$ cat src/rtl/lcd_stream_pkg.sv
// rtl/lcd_stream_pkg.sv - shared constants, state encoding and sizing helper for the LCD digit streamer
package lcd_stream_pkg;

    localparam logic [7:0] ASCII_ZERO  = 8'h30;
    localparam logic [7:0] ASCII_SPACE = 8'h20;
    localparam logic [7:0] ASCII_COLON = 8'h3A;

    typedef enum logic [1:0] {
        IDLE  = 2'd0,
        DIGIT = 2'd1,
        SEP   = 2'd2,
        FIN   = 2'd3
    } state_e;

    // Digit index width; never below one bit so a 2-digit field still has a counter.
    function automatic int cnt_width(input int n);
        return (n <= 2) ? 1 : $clog2(n);
    endfunction

endpackage

$ cat src/rtl/bcd_ascii_char.sv
// rtl/bcd_ascii_char.sv - combinational BCD nibble to ASCII digit with invalid-code flag
module bcd_ascii_char
    import lcd_stream_pkg::*;
#(
    parameter logic [7:0] BLANK_CHAR = ASCII_SPACE
) (
    input  logic [3:0] bcd,
    output logic [7:0] ascii,
    output logic       invalid
);

    always_comb begin
        invalid = (bcd > 4'd9);
        ascii   = invalid ? BLANK_CHAR : (ASCII_ZERO + {4'h0, bcd});
    end

endmodule

$ cat src/rtl/lcd_digit_streamer.sv
// rtl/lcd_digit_streamer.sv - snapshots packed BCD and streams it as ASCII chars with separators
// Option macro: LCD_LEADING_ZERO_BLANK_EN blanks leading zeros and the separators before them.
module lcd_digit_streamer
    import lcd_stream_pkg::*;
#(
    parameter int                    NUM_DIGITS = 6,
    parameter logic [NUM_DIGITS-1:0] SEP_MASK   = 6'b001010,
    parameter logic [7:0]            SEP_CHAR   = ASCII_COLON,
    parameter logic [7:0]            BLANK_CHAR = ASCII_SPACE
) (
    input  logic                      CLK,
    input  logic                      RESETN,
    input  logic                      START,
    input  logic [4*NUM_DIGITS-1:0]   BCD_IN,
    output logic                      BUSY,
    output logic                      CHAR_VALID,
    output logic [7:0]                CHAR_DATA,
    output logic                      CHAR_LAST,
    input  logic                      CHAR_READY,
    output logic                      DONE,
    output logic                      BCD_ERR
);

    localparam int            IW       = cnt_width(NUM_DIGITS);
    localparam logic [IW-1:0] LAST_IDX = IW'(NUM_DIGITS - 1);

    state_e                  state_q, state_d;
    logic [IW-1:0]           idx_q, idx_d;
    logic [4*NUM_DIGITS-1:0] snap_q, snap_d;
    logic                    err_q, err_d;
`ifdef LCD_LEADING_ZERO_BLANK_EN
    logic                    seen_q, seen_d;
`endif

    logic [3:0] digit;
    logic       sep_here;
    logic       is_last;
    logic [7:0] dig_ascii;
    logic       dig_invalid;
    logic       blank_digit;
    logic       blank_sep;

    // Digit 0 lives in the most significant nibble of the snapshot.
    always_comb begin
        digit    = 4'h0;
        sep_here = 1'b0;
        for (int i = 0; i < NUM_DIGITS; i++) begin
            if (idx_q == IW'(i)) begin
                digit    = snap_q[4*(NUM_DIGITS-1-i) +: 4];
                sep_here = SEP_MASK[i] && (i != NUM_DIGITS - 1);
            end
        end
    end

    assign is_last = (idx_q == LAST_IDX);

    bcd_ascii_char #(
        .BLANK_CHAR (BLANK_CHAR)
    ) u_char (
        .bcd     (digit),
        .ascii   (dig_ascii),
        .invalid (dig_invalid)
    );

`ifdef LCD_LEADING_ZERO_BLANK_EN
    assign blank_digit = !seen_q && (digit == 4'h0) && !is_last;
    assign blank_sep   = !seen_q;
`else
    assign blank_digit = 1'b0;
    assign blank_sep   = 1'b0;
`endif

    always_comb begin
        state_d    = state_q;
        idx_d      = idx_q;
        snap_d     = snap_q;
        err_d      = err_q;
`ifdef LCD_LEADING_ZERO_BLANK_EN
        seen_d     = seen_q;
`endif
        BUSY       = 1'b0;
        CHAR_VALID = 1'b0;
        CHAR_DATA  = 8'h00;
        CHAR_LAST  = 1'b0;
        DONE       = 1'b0;

        case (state_q)
            IDLE: begin
                if (START) begin
                    snap_d  = BCD_IN;
                    err_d   = 1'b0;
                    idx_d   = '0;
`ifdef LCD_LEADING_ZERO_BLANK_EN
                    seen_d  = 1'b0;
`endif
                    state_d = DIGIT;
                end
            end
            DIGIT: begin
                BUSY       = 1'b1;
                CHAR_VALID = 1'b1;
                CHAR_DATA  = blank_digit ? BLANK_CHAR : dig_ascii;
                CHAR_LAST  = is_last;
                if (dig_invalid) begin
                    err_d = 1'b1;
                end
                if (CHAR_READY) begin
`ifdef LCD_LEADING_ZERO_BLANK_EN
                    if (digit != 4'h0) begin
                        seen_d = 1'b1;
                    end
`endif
                    if (is_last) begin
                        state_d = FIN;
                    end else if (sep_here) begin
                        state_d = SEP;
                    end else begin
                        idx_d = idx_q + IW'(1);
                    end
                end
            end
            SEP: begin
                BUSY       = 1'b1;
                CHAR_VALID = 1'b1;
                CHAR_DATA  = blank_sep ? BLANK_CHAR : SEP_CHAR;
                if (CHAR_READY) begin
                    idx_d   = idx_q + IW'(1);
                    state_d = DIGIT;
                end
            end
            FIN: begin
                DONE    = 1'b1;
                state_d = IDLE;
            end
            default: state_d = IDLE;
        endcase
    end

    always_ff @(posedge CLK or negedge RESETN) begin
        if (!RESETN) begin
            state_q <= IDLE;
            idx_q   <= '0;
            snap_q  <= '0;
            err_q   <= 1'b0;
`ifdef LCD_LEADING_ZERO_BLANK_EN
            seen_q  <= 1'b0;
`endif
        end else begin
            state_q <= state_d;
            idx_q   <= idx_d;
            snap_q  <= snap_d;
            err_q   <= err_d;
`ifdef LCD_LEADING_ZERO_BLANK_EN
            seen_q  <= seen_d;
`endif
        end
    end

    assign BCD_ERR = err_q;

endmodule
$ cat config.mk
export PLATFORM = sky130hd
export DESIGN_NAME = lcd_digit_streamer
export DESIGN_NICKNAME = d
export VERILOG_FILES = /design/src/rtl/lcd_stream_pkg.sv /design/src/rtl/bcd_ascii_char.sv /design/src/rtl/lcd_digit_streamer.sv
export SDC_FILE = /design/constraint.sdc
export NUM_CORES = 1
export LEC_CHECK = 0
export BUFFER_PORTS_ARGS = -buffer_cell sky130_fd_sc_hd__buf_2
export CAP_MARGIN = 20
export CORE_MARGIN = 3
export CORE_UTILIZATION = 45
export DETAILED_ROUTE_END_ITERATION = 10
export PLACE_DENSITY = 0.73
export SLEW_MARGIN = 20
export SYNTH_ARGS = -nofsm -noshare
export SYNTH_HDL_FRONTEND = slang
export SYNTH_HIERARCHICAL = 1
export SYNTH_SLANG_ARGS = --single-unit
$ cat constraint.sdc
create_clock -name CLK -period 3.7 [get_ports CLK]
set_input_delay 0.74 -clock CLK [delete_from_list [all_inputs] [get_ports CLK]]
set_output_delay 0.74 -clock CLK [all_outputs]
set_load 0.1 [all_outputs]
==> parameters.txt <==
Parameter                              Value

Critical path
  Master of the slowest instance on the critical path    sky130_fd_sc_hd__buf_2
  Worst stage delay on the critical path    0.42 ns
  Most frequent CP cell    sky130_fd_sc_hd__and2_1
  Crit path kind    reg2out
  Data required time of the critical path    between 2 and 3 ns
  Max FO, Critical Path    8
  CP startpoint kind    flip-flop
  Worst path cell trace    inv_1 -> ha_1 -> nor2b_1 -> a22oi_1 -> o21ai_0 -> a32o_1 -> o21ai_2 -> and2_1 -> and2_1 -> buf_2
  Critical path arrival    2.78 ns
  Critical Path End Type    output pin

Global route
  Via count of the first global-routing pass    1,353
  All-layer global routing usage    0.1857
  Congestion Overflow GR    0
  Largest net degree at the start of global routing    31
  First-pass GRT wire length    6.292 mm
  Initial antenna violation count    0

Clock network
  Worst skew pair latency    around 0.28 ns
  Cts-stage hold buffer count    0
  Clock transition at the registers of the reported paths    roughly 0.060 ns
  Clock buffer count from CTS    5
  H-tree levels    2
  Number of sinks on the clock net    30
  Root Buffer Master    sky130_fd_sc_hd__clkbuf_8
  Worst-case clock buffer depth    2
  Clock tree from TritonCTS    yes

Detailed routing
  Initial detailed-routing violation count    48
  Antenna Nets Post-Route    0
  DRC violations left    0
  Detail-routed via count per cell    ~5.4
  Via count of the routed design    1,325
  Routed len/inst    around 15 um
  Number of optimization iterations in the first detailed-route pass    6
  Detailed-route wire length    3.637 mm

Floorplan
  Die Outline Area    about 0.0046 mm2
  Floorplan Core Area    approximately 0.0035 mm2
  Row cnt    21
  IO Pins    41
  Initial Utilization    0.4943
  Die extent in y    between 60 and 70 um
  Die width    about 68 um

Logic synthesis
  Post-synthesis async set-or-reset flop share    1.000
  Leading cell types by count after synthesis    30 x sky130_fd_sc_hd__dfrtp_1, 24 x sky130_fd_sc_hd__mux2_2, 12 x sky130_fd_sc_hd__nor2b_1
  Number of synthesized flops with an enable pin    0
  Dominant register cell in the synthesized netlist    sky130_fd_sc_hd__dfrtp_1
  Leading cell type by number of instances after synthesis    sky130_fd_sc_hd__dfrtp_1
  Total number of yosys warnings    6
  Summed instance area of the synthesized netlist    0.001740 mm2
  Register area share after synthesis    0.4313
  Post-synthesis register bit count    30
  Post-Synthesis Cells    163
  Average footprint of a synthesized cell    10.68 um2
  Number of unique standard cell types used by synthesis    33
  Leading area contributor after synthesis    sky130_fd_sc_hd__dfrtp_1
  Proportion of netlist area held by the largest area contributor    0.4313
  Most area-consuming cells after synthesis    sky130_fd_sc_hd__dfrtp_1 43%, sky130_fd_sc_hd__mux2_2 16%, sky130_fd_sc_hd__ha_1 6.5%

STA
  Minimum clock period after layout    3.518 ns
  Worst-case clock skew    just over 0.005 ns
  Pins Over Slew Limit    0
  Final worst-path setup slack    0.1818 ns
  Setup repair after global routing missed its margin    no
  Tightest Pin Transition    0.9920 ns
  Tcrit/Tclk final    0.9509
  FMAX    284.2 MHz
  Total of endpoints with negative setup slack in the final report    0
  Sum of negative setup slack    0 ns
  Final hold violations    0
  Tightest slew margin relative to the limit    0.3371

Place
  Buffers on Ports    38
  HPWL Detailed    2.762 mm
  Weighted congestion reported at the end of routability-driven placement    around 0.9
  Worst Setup Slack post-DPL    between 0.3 and 0.4 ns

Final layout
  Relative area change from synthesis to final layout    18.76%
  Antenna diode instance count    0
  Final net count    235
  Ratio of cells with drive above 1 in the final layout    0.3889

Flow run
  Max-capacitance violation count    0

Worst hold path
  Worst hold path class    in2async

Run status
  Run status    finished, final reports clean
## critical path: cells and delay by family (launching register included)
family	cells	cell delay [ns]
AO/OA/AOI/OAI	4	0.78
adder cells (fa/ha/maj)	1	0.35
buffers and inverters	2	0.56
flip-flops	1	0.41
AND/OR/NAND/NOR	3	0.40
## cells in the final DEF, fill, tap and decap left out, drive strengths merged, types with 3 or more instances in the layout
master / instances
ha: 9
dfrtp: 30
o21ai: 12
conb: 3
a22oi: 4
a32o: 4
mux2i: 3
nor2b: 12
clkbuf: 8
and2: 5
buf: 36
a21oi: 10
a22o: 3
mux2: 24
nand2: 3
nor2: 6
nand2b: 5
inv: 7
## layout make-up
class                   instances  area, um2
fillers                       321       1454
clock buffers                   6      82.58
inverters                       7      26.28
repair buffers                 38      195.2
clock inverters                 1      30.03
multi-input cells             116      923.4
well taps                      46      57.56
flip-flops and latches         30      752.0
## final timing paths
check                      depth (start not counted)  slack, ns       start           end
hold / removal                                     1       0.49      RESETN     snap_q[1]
min in group CLK                                   1       0.51  snap_q[10]    snap_q[10]
hold reg to reg                                    1       0.51  snap_q[10]    snap_q[10]
setup / recovery                                  10       0.18    idx_q[0]  CHAR_DATA[0]
setup reg to reg                                  10       1.53    idx_q[0]       BCD_ERR
max in group asynchronous                          1       2.74      RESETN      idx_q[2]
## kinds of logic after synthesis
kind of cell,synth area share
AO/OA/AOI/OAI,0.1575
adder cells (fa/ha/maj),0.06470
other,0.004315
flip-flops,0.4313
multiplexers,0.1725
buffers and inverters,0.05105
AND/OR/NAND/NOR,0.1186
## per-layer routing
layer	global-route usage	share of wire	vias to the layer above
met5	0	0	-
met4	0.07940	0.019	0
met3	0.05911	0.062	7
met2	0.2972	0.48	39
met1	0.2295	0.44	634
li1	-	-	645
## per-stage QoR
step	area, um2	cells	utilization	hold slack [ns]
after floorplan	1749	164	-	0.4444
after global placement	1934	237	0.5494	0.4978
after detailed placement	1934	237	0.5494	0.5008
after CTS	2047	244	0.5814	0.5093
after global routing	2067	244	0.5871	0.5339
final	2067	244	0.5871	0.4905
## sequential cells by signal (all words and copies together) (netlist names)
signal	cells
state_q	2
snap_q	24
BCD_ERR	1
idx_q	3
## what timing repair did
action | CTS | global route
resized for setup | 0 | 7
buffers inserted | 0 | 0
endpoints found under the setup margin | 0 | 5
Power is not shown: default switching activity piles up to over one toggle a cycle in this logic, so the estimate is an artifact.
